[config.mk]
export PLATFORM = sky130hd
export DESIGN_NAME = input_edge_filter_flat
export DESIGN_NICKNAME = d
export VERILOG_FILES = /design/src/rtl/edge_filter_pkg.sv /design/src/rtl/input_edge_filter_if.sv /design/src/rtl/sync_2ff.sv /design/src/rtl/input_edge_filter.sv /design/src/flat_wrapper.sv
export SDC_FILE = /design/constraint.sdc
export NUM_CORES = 1
export LEC_CHECK = 0
export ABC_AREA = 1
export BUFFER_PORTS_ARGS = -buffer_cell sky130_fd_sc_hd__clkbuf_2
export CORE_AREA = 2 2 177 145
export DETAILED_ROUTE_END_ITERATION = 12
export DIE_AREA = 0 0 179 147
export PLACE_DENSITY = 0.52
export SETUP_SLACK_MARGIN = 0.4
export SLEW_MARGIN = 20
export SYNTH_ARGS = -nofsm -noshare
export SYNTH_HDL_FRONTEND = slang
export SYNTH_SLANG_ARGS = --single-unit
[constraint.sdc]
create_clock -name s_axi_aclk -period 4.1 [get_ports s_axi_aclk]
set_input_delay 0.205 -clock s_axi_aclk [delete_from_list [all_inputs] [get_ports s_axi_aclk]]
set_output_delay 0.205 -clock s_axi_aclk [all_outputs]
set_load 0.1 [all_outputs]
[src/rtl/edge_filter_pkg.sv]
// Shared types and constants for the input edge filter and related pin-conditioning blocks.
package edge_filter_pkg;

    typedef enum logic [1:0] {
        NONE = 2'b00,
        RISE = 2'b01,
        FALL = 2'b10,
        BOTH = 2'b11
    } edge_sel_t;

    localparam int SYNC_STAGES = 2;
    // Cycles between the pin edge first sampled and the counter value stamped on the event.
    localparam int TS_LATENCY  = 2;

    function automatic logic edge_selected(input edge_sel_t sel, input logic rise);
        logic [1:0] bits;
        bits = sel;
        return rise ? bits[0] : bits[1];
    endfunction

endpackage

[src/rtl/input_edge_filter_if.sv]
// Configuration and event/status bundle between the edge filter and its controller.
interface input_edge_filter_if #(
    parameter int FILTER_WIDTH = 8,
    parameter int GLITCH_WIDTH = 16
);
    logic                    enable;
    logic [FILTER_WIDTH-1:0] cfg_filter_len;
    logic [1:0]              cfg_edge_sel;
    logic                    glitch_clr;
    logic                    filt_out;
    logic                    edge_valid;
    logic                    edge_rise;
    logic [63:0]             edge_ts;
    logic [GLITCH_WIDTH-1:0] glitch_cnt;

    modport master (
        output enable, cfg_filter_len, cfg_edge_sel, glitch_clr,
        input  filt_out, edge_valid, edge_rise, edge_ts, glitch_cnt
    );

    modport slave (
        input  enable, cfg_filter_len, cfg_edge_sel, glitch_clr,
        output filt_out, edge_valid, edge_rise, edge_ts, glitch_cnt
    );
endinterface

[src/rtl/sync_2ff.sv]
// Two-flop synchroniser for a single asynchronous pin.
module sync_2ff
    import edge_filter_pkg::*;
(
    input  logic clk,
    input  logic rst_n,
    input  logic d,
    output logic q
);
    logic [SYNC_STAGES-1:0] stages;

    // NOTE: sequential state uses non-blocking assignments so every flop samples pre-edge values.
    always_ff @(posedge clk or negedge rst_n) begin
        if (!rst_n) stages <= '0;
        else        stages <= {stages[SYNC_STAGES-2:0], d};
    end

    assign q = stages[SYNC_STAGES-1];
endmodule

[src/rtl/input_edge_filter.sv]
// Synchronises the input pin, rejects pulses shorter than cfg_filter_len and
// emits timestamped rising/falling events plus a saturating glitch count.
module input_edge_filter
    import edge_filter_pkg::*;
#(
    parameter int FILTER_WIDTH = 8,
    parameter int GLITCH_WIDTH = 16
) (
    input  logic                s_axi_aclk,
    input  logic                s_axi_aresetn,
    input  logic                input_sig,
    input  logic [63:0]         counter,
    input_edge_filter_if.slave  bus
);
    logic                    sync2;
    logic                    filt_out;
    logic [FILTER_WIDTH-1:0] run_cnt;
    logic [63:0]             cand_ts;
    logic                    edge_valid;
    logic                    edge_rise;
    logic [63:0]             edge_ts;
    logic [GLITCH_WIDTH-1:0] glitch_cnt;

    logic                    mismatch;
    logic                    qualify;
    logic                    glitch;
    logic [FILTER_WIDTH:0]   run_next;

    sync_2ff u_sync (
        .clk   (s_axi_aclk),
        .rst_n (s_axi_aresetn),
        .d     (input_sig),
        .q     (sync2)
    );

    // Extra bit keeps run_cnt + 1 from wrapping when cfg_filter_len is all-ones.
    assign run_next = {1'b0, run_cnt} + 1'b1;
    assign mismatch = (sync2 != filt_out);
    assign qualify  = mismatch && (run_next >= {1'b0, bus.cfg_filter_len});
    assign glitch   = !mismatch && (run_cnt != '0);

    always_ff @(posedge s_axi_aclk or negedge s_axi_aresetn) begin
        if (!s_axi_aresetn) begin
            filt_out   <= 1'b0;
            run_cnt    <= '0;
            cand_ts    <= '0;
            edge_valid <= 1'b0;
            edge_rise  <= 1'b0;
            edge_ts    <= '0;
            glitch_cnt <= '0;
        end else begin
            edge_valid <= 1'b0;

            if (bus.glitch_clr)
                glitch_cnt <= '0;
            else if (glitch && (glitch_cnt != '1))
                glitch_cnt <= glitch_cnt + 1'b1;

            if (mismatch) begin
                if (run_cnt == '0)
                    cand_ts <= counter;
                if (qualify) begin
                    filt_out <= sync2;
                    run_cnt  <= '0;
                    // A run of length 0/1 qualifies before cand_ts is loaded, so stamp directly.
                    if (bus.enable && edge_selected(edge_sel_t'(bus.cfg_edge_sel), sync2)) begin
                        edge_valid <= 1'b1;
                        edge_rise  <= sync2;
                        edge_ts    <= (run_cnt == '0) ? counter : cand_ts;
                    end
                end else begin
                    run_cnt <= run_cnt + 1'b1;
                end
            end else begin
                run_cnt <= '0;
            end
        end
    end

    assign bus.filt_out   = filt_out;
    assign bus.edge_valid = edge_valid;
    assign bus.edge_rise  = edge_rise;
    assign bus.edge_ts    = edge_ts;
    assign bus.glitch_cnt = glitch_cnt;
endmodule

[src/flat_wrapper.sv]
// flat-port wrapper written by rule: the top's interface ports become plain ports
module input_edge_filter_flat import edge_filter_pkg::*;
#(
    parameter int FILTER_WIDTH = 8,
    parameter int GLITCH_WIDTH = 16
)
  (s_axi_aclk, s_axi_aresetn, input_sig, counter, bus_enable, bus_cfg_filter_len, bus_cfg_edge_sel, bus_glitch_clr, bus_filt_out, bus_edge_valid, bus_edge_rise, bus_edge_ts, bus_glitch_cnt);
  input_edge_filter_if #(.FILTER_WIDTH(FILTER_WIDTH), .GLITCH_WIDTH(GLITCH_WIDTH)) bus_i ();
  input  logic s_axi_aclk;
  input  logic s_axi_aresetn;
  input  logic input_sig;
  input  logic [63:0] counter;
  input wire logic [$bits(bus_i.enable)-1:0] bus_enable;
  input wire logic [$bits(bus_i.cfg_filter_len)-1:0] bus_cfg_filter_len;
  input wire logic [$bits(bus_i.cfg_edge_sel)-1:0] bus_cfg_edge_sel;
  input wire logic [$bits(bus_i.glitch_clr)-1:0] bus_glitch_clr;
  output wire logic [$bits(bus_i.filt_out)-1:0] bus_filt_out;
  output wire logic [$bits(bus_i.edge_valid)-1:0] bus_edge_valid;
  output wire logic [$bits(bus_i.edge_rise)-1:0] bus_edge_rise;
  output wire logic [$bits(bus_i.edge_ts)-1:0] bus_edge_ts;
  output wire logic [$bits(bus_i.glitch_cnt)-1:0] bus_glitch_cnt;
  assign bus_i.enable = bus_enable;
  assign bus_i.cfg_filter_len = bus_cfg_filter_len;
  assign bus_i.cfg_edge_sel = bus_cfg_edge_sel;
  assign bus_i.glitch_clr = bus_glitch_clr;
  assign bus_filt_out = bus_i.filt_out;
  assign bus_edge_valid = bus_i.edge_valid;
  assign bus_edge_rise = bus_i.edge_rise;
  assign bus_edge_ts = bus_i.edge_ts;
  assign bus_glitch_cnt = bus_i.glitch_cnt;
  input_edge_filter #(.FILTER_WIDTH(FILTER_WIDTH), .GLITCH_WIDTH(GLITCH_WIDTH)) u_core (.s_axi_aclk(s_axi_aclk), .s_axi_aresetn(s_axi_aresetn), .input_sig(input_sig), .counter(counter), .bus(bus_i));
endmodule
== Word level (Yosys, flattened, before mapping) ==
Cells that the tools add are included.

* Equal/unequal tests: 2
* Order comparisons: 1
* Multiplexer cells: 9
* Reductions and logical operators: 10
* Add/sub/neg operators: 3

{| class="wikitable"
|+ Operators by type and width
! cell !! count
|-
| 64-bit 2-to-1 mux || 1
|-
| 16-bit 2-to-1 mux || 2
|-
| 16-bit by 1-bit adder with 16-bit output (second input constant) || 1
|-
| 8-bit 2-to-1 mux || 2
|-
| 16-bit != test (second input constant) || 1
|-
| 8-bit by 1-bit adder with 9-bit output (second input constant) || 1
|-
| 9-bit by 8-bit greater-or-equal comparator with 1-bit output || 1
|-
| 8-bit by 1-bit adder with 8-bit output (second input constant) || 1
|-
| 8-bit zero test || 1
|-
| 8-bit nonzero test || 1
|-
| 1-bit logical AND || 4
|-
| 1-bit 2-to-1 mux || 4
|-
| 3-bit AND reduction || 1
|-
| 2-bit AND reduction || 1
|-
| 2-bit nonzero test || 1
|-
| 1-bit zero test || 1
|-
| 1-bit != test || 1
|}

* Output and inout port bits: 83
* Input bits: 79
* Logic and storage cells: 33
* Register bits after elaboration: 157

== Logic depth before layout (Yosys ltp) ==
* Depth in word-level cells: 6
* Mapped depth: 19
* Depth with buffers taken out: 17

== Modules after synthesis ==
A second synthesis with hierarchy kept.

* Cell total of the unflattened synthesis: 940
* Area total of the unflattened synthesis: 7,509.7 um2

{| class="wikitable"
|+ By module, submodules not included
! module !! instances !! cells an instance !! area each (um2) !! seq. area each (um2)
|-
| input_edge_filter || 1 || 938 || 7,459.7 || 3,878.7
|-
| sync_2ff || 1 || 2 || 50.0 || 50.0
|}

== Least setup slack after synthesis ==
OpenSTA, ideal clock, no wires.

* Path kind: reg2reg
* From: register u_core.glitch_cnt[1], in the netlist u_core.bus.glitch_cnt[1]
* To: register u_core.glitch_cnt[14], in the netlist u_core.bus.glitch_cnt[14]
* Setup time: 0.068 ns
* Arrival time: 2.175 ns
* Slack: 1.857 ns
* Period minus slack after synthesis: 2.243 ns
* Cell stages (with the launch flop): 11
* Required time: 4.032 ns
* Cells stage by stage: dfrtp_1 -> ha_1 -> inv_1 -> nor3_4 -> nand4_1 -> nand3_1 -> nand2_2 -> inv_2 -> buf_6 -> nand2_1 -> nand2_1

* Word-level cells in the longest chain between the ends: 3

{| class="wikitable"
|+ Ends and longest elaborated chain
! element !! RTL line !! RTL
|-
| from (decl) || input_edge_filter.sv:22 || <nowiki>logic [GLITCH_WIDTH-1:0] glitch_cnt;</nowiki>
|-
| from (signal assigned) || input_edge_filter.sv:57 || <nowiki>glitch_cnt <= glitch_cnt + 1'b1;</nowiki>
|-
| 16-bit by 1-bit adder with 16-bit output or 16-bit != test (tied branches) || input_edge_filter.sv:57, input_edge_filter.sv:56 ||
|-
| 16-bit 2-to-1 mux or 1-bit logical AND (tied branches) || input_edge_filter.sv:56 || <nowiki>else if (glitch && (glitch_cnt != '1))</nowiki>
|-
| 16-bit 2-to-1 mux or 2-bit nonzero test (tied branches) || -- ||
|}

Parallel ways exist; a longest one is shown, timed or not. The select of a mux whose other input is x is not followed.
A chain may end at the register's enable or synchronous reset.

== Worst setup path after layout ==
* From: register u_core.run_cnt[0]
* To: register u_core.edge_ts[55], in the netlist u_core.bus.edge_ts[55]

* Word-level cells in the longest chain between the ends: 4

{| class="wikitable"
|+ Ends and longest elaborated chain
! element !! RTL line !! RTL
|-
| from (decl) || input_edge_filter.sv:17 || <nowiki>logic [FILTER_WIDTH-1:0] run_cnt;</nowiki>
|-
| from (signal assigned) || input_edge_filter.sv:72 || <nowiki>run_cnt <= run_cnt + 1'b1;</nowiki>
|-
| 8-bit by 1-bit adder with 9-bit output || input_edge_filter.sv:37 || <nowiki>assign run_next = {1'b0, run_cnt} + 1'b1;</nowiki>
|-
| 9-bit by 8-bit greater-or-equal comparator with 1-bit output || input_edge_filter.sv:39 || <nowiki>assign qualify = mismatch && (run_next >= {1'b0, bus.cfg_filter_len});</nowiki>
|-
| 1-bit logical AND || input_edge_filter.sv:39 ||
|-
| 3-bit AND reduction (no source line) || -- ||
|-
| to (signal assigned) || input_edge_filter.sv:69 || <nowiki>edge_ts <= (run_cnt == '0) ? counter : cand_ts;</nowiki>
|-
| to (decl) || input_edge_filter.sv:21 || <nowiki>logic [63:0] edge_ts;</nowiki>
|}

Parallel ways exist; a longest one is shown, timed or not.

==> results.md <==
* Area Overhead vs Synth at 22.1%
* DR WL/cell at 13.6 um
* Share of cells above drive strength 1 at 0.193
* CP Data Required Time at 4.45 ns
* Via count at 6326
* Crit Path Max Fanout at 75
* Die Span Y at 147 um
* Vias in the first global route at 6069
* Leading cell type in the layout, fill and taps excluded: nand2_1
* FP Rows at 52
* Setup TNS at 0 ns
* Router iterations before antenna repair at 4
* Area share of the largest cell type after synthesis at 0.524
* Pin count of the biggest net entering global routing at 87
* Grt total ovfl at 0
* Core area at 24700 um2
* Final critical-path required period at 2.78 ns
* Layout Skew at 0.0114 ns
* Via-per-instance ratio at 4.46
* Routed Antenna Nets at 0
* Status: finished clean
* Register area share after synthesis at 0.524
* CTS tree: built
* Final wirelength at 19200 um
* GRT Total Usage at 0.154
* Initial Util at 0.304
* Initial antenna violation count at 0
* Hold buffers post-CTS at 2
* Post-Syn Area per Cell at 7.92 um2
* Net count after synthesis at 1036
* RSZ-0062 raised after global routing: false
* Clock Path Buffers at 2
* Fmax achieved at 0.360 GHz
* Syn Std Cell Area at 7500 um2
* Hold Path Class: input port to register
* Hpwl dp at 12500 um
* Clk Latency, worst-skew pair at 0.42 ns
* Max Cap Viol at 0
* Max Transition Viols Final at 0
* Root Buffer: clkbuf_16
* R2R depth at 15
* Yosys cell types at 28
* Crit-path cells: ha_1, nand3_1, xor2_1, ha_1, nand2_1, nor2_1, nand2_1, nand3_1, nand2_1, nand2_1, nand2_1, nand2_2, buf_4, nand3_1, nand2_1
* Hold Path Depth at 5
* Ant. Diodes at 0
* Number of synthesis warnings at 0
* Hold path endpoint: u_core.cand_ts[10]
* Worst path most repeated cell: nand2_1
* Number of synthesized register bits at 157
* Reg2Reg Capture Point: u_core.bus.edge_ts[55]
* CP peak stage delay at 0.67 ns
* Worst-margin pin slew at 0.841 ns
* R2r setup slk at 1.32 ns
* Fin util at 0.371
* Io pins at 162
* Clock Sinks at 157
* Global-route wire length before repair at 31900 um
* # setup viols final at 0
* Max-slew headroom at 0.439
* WP buf/inv at 1
* Worst VDD drop at 0.000309 V
* RD Place Congestion at 0.887
* Placed cells at 1386
* Filler instances at 2614
* HP Start: counter[10]
* H-tree levels at 4
* Crit path arrival time at 3.13 ns
* Post-CTS sizing at 0
* Layout Nets at 1173
* Synthesized instance count at 946
* Top cells by area, synth: dfrtp_1 (52%), nand2_1 (17%), o21ai_0 (7.9%), nand3_1 (5.3%), inv_1 (4.8%)
* Remaining DRCs at 0
* Crit end category: register
* Die width at 179 um
* Leak Pwr at 4.86 nW
* Critical path's top delay family: simple AND/OR/NAND/NOR gates
* Final Hold Fails at 0
* Drt initial violations at 339
* Critical path type: register to register
* Setup bufs post-CTS at 0
* Largest area contributor in the netlist: dfrtp_1
* R2R Path Start: u_core.run_cnt[0]
* Finished Layout Cells at 1418
* Power Density at 707 nW/um2
* Num CTS Buffers at 17
* IO buf count at 161
* Setup crit start kind: register
* CP max-delay cell: buf_4
* Die area at 26300 um2
* Tcrit/Tclk final at 0.677
* Clock Pin Slew Worst Setup and Hold Paths at 0.06 ns
* Highest-count cells in the layout ignoring fill and taps: nand2_1 (342), clkbuf_2 (160), dfrtp_1 (157)
## metal layers
metal	vias to the layer above	wire length [um]	global-route usage
met1	2898	9770	0.223
met4	0	209	0.0435
li1	3262	-	-
met3	11	1100	0.0321
met2	155	8170	0.230
met5	-	0	0
## worst max-delay path by stage
stage,from,endpoint,cells past startpoint
after CTS,u_core.run_cnt[0],u_core.bus.edge_ts[55],15
after global routing,u_core.run_cnt[0],u_core.bus.edge_ts[55],15
after floorplan,u_core.bus.glitch_cnt[1],u_core.bus.glitch_cnt[14],10
after global placement,u_core.run_cnt[0],u_core.bus.edge_ts[55],15
after detailed placement,u_core.run_cnt[0],u_core.bus.edge_ts[55],15
final,u_core.run_cnt[0],u_core.bus.edge_ts[55],15
## final cells by class
cell class              count  area [um2]  share of cell area
clock buffers              17         425              0.0465
clock inverters            13         189              0.0206
inverters                 100         377              0.0411
multi-input cells         636        2910               0.318
flip-flops and latches    157        3930               0.429
well taps                 324         405              0.0443
repair buffers            171         917               0.100
## per-stage QoR
stage / power [mW] / area [um2] / setup WS (ns) / hold WS (ns)
after floorplan: 4.35 / 7500 / 1.86 / -0.0906
after global placement: 4.81 / 8520 / 1.27 / 0.281
after detailed placement: 4.85 / 8520 / 1.25 / 0.277
after CTS: 6.57 / 9150 / 1.24 / 0.125
after global routing: 6.95 / 9150 / 0.962 / 0.165
final: 6.47 / 9150 / 1.32 / 0.146
## Yosys cell counts (all sizes together)
master	count
nand2	346
dfrtp	157
o21ai	131
inv	99
nand3	80
buf	42
nor2	28
clkbuf	11
ha	11
nand4	11
nor3	10
xor2	10
a21oi	3
xnor2	2
a31oi	1
and2	1
clkinv	1
nor3b	1
o21bai	1
## where the power goes
| part | total, mW | switching (mW) | internal [mW] |
|---|---|---|---|
| logic | 2.65 | 2.12 | 0.533 |
| registers | 2.14 | 0.159 | 1.98 |
| clock network | 1.68 | 0.660 | 1.02 |
## tightest hold or removal path, delay by kind of cell
| kind | cells | cell delay [ns] |
|---|---|---|
| compound gates | 2 | 0.15 |
| buf+inv | 1 | 0.08 |
| simple gates | 2 | 0.09 |
## cell families after synthesis
kind of cell | count (synthesis) | synth area share
adder cells (fa/ha/maj) | 11 | 0.0184
XOR/XNOR | 12 | 0.0140
AO/OA/AOI/OAI | 136 | 0.0918
AND/OR/NAND/NOR | 477 | 0.263
flip-flops | 157 | 0.524
buffers and inverters | 153 | 0.0891
## state kept, by name (all words and copies together) (netlist names)
| register | flops |
|---|---|
| u_core.cand_ts | 64 |
| u_core.bus.edge_rise | 1 |
| u_core.bus.glitch_cnt | 16 |
| u_core.bus.edge_valid | 1 |
| u_core.run_cnt | 8 |
| u_core.bus.filt_out | 1 |
| u_core.u_sync.stages | 2 |
| u_core.bus.edge_ts | 64 |
No activity file was read; power rests on OpenSTA's default activity.
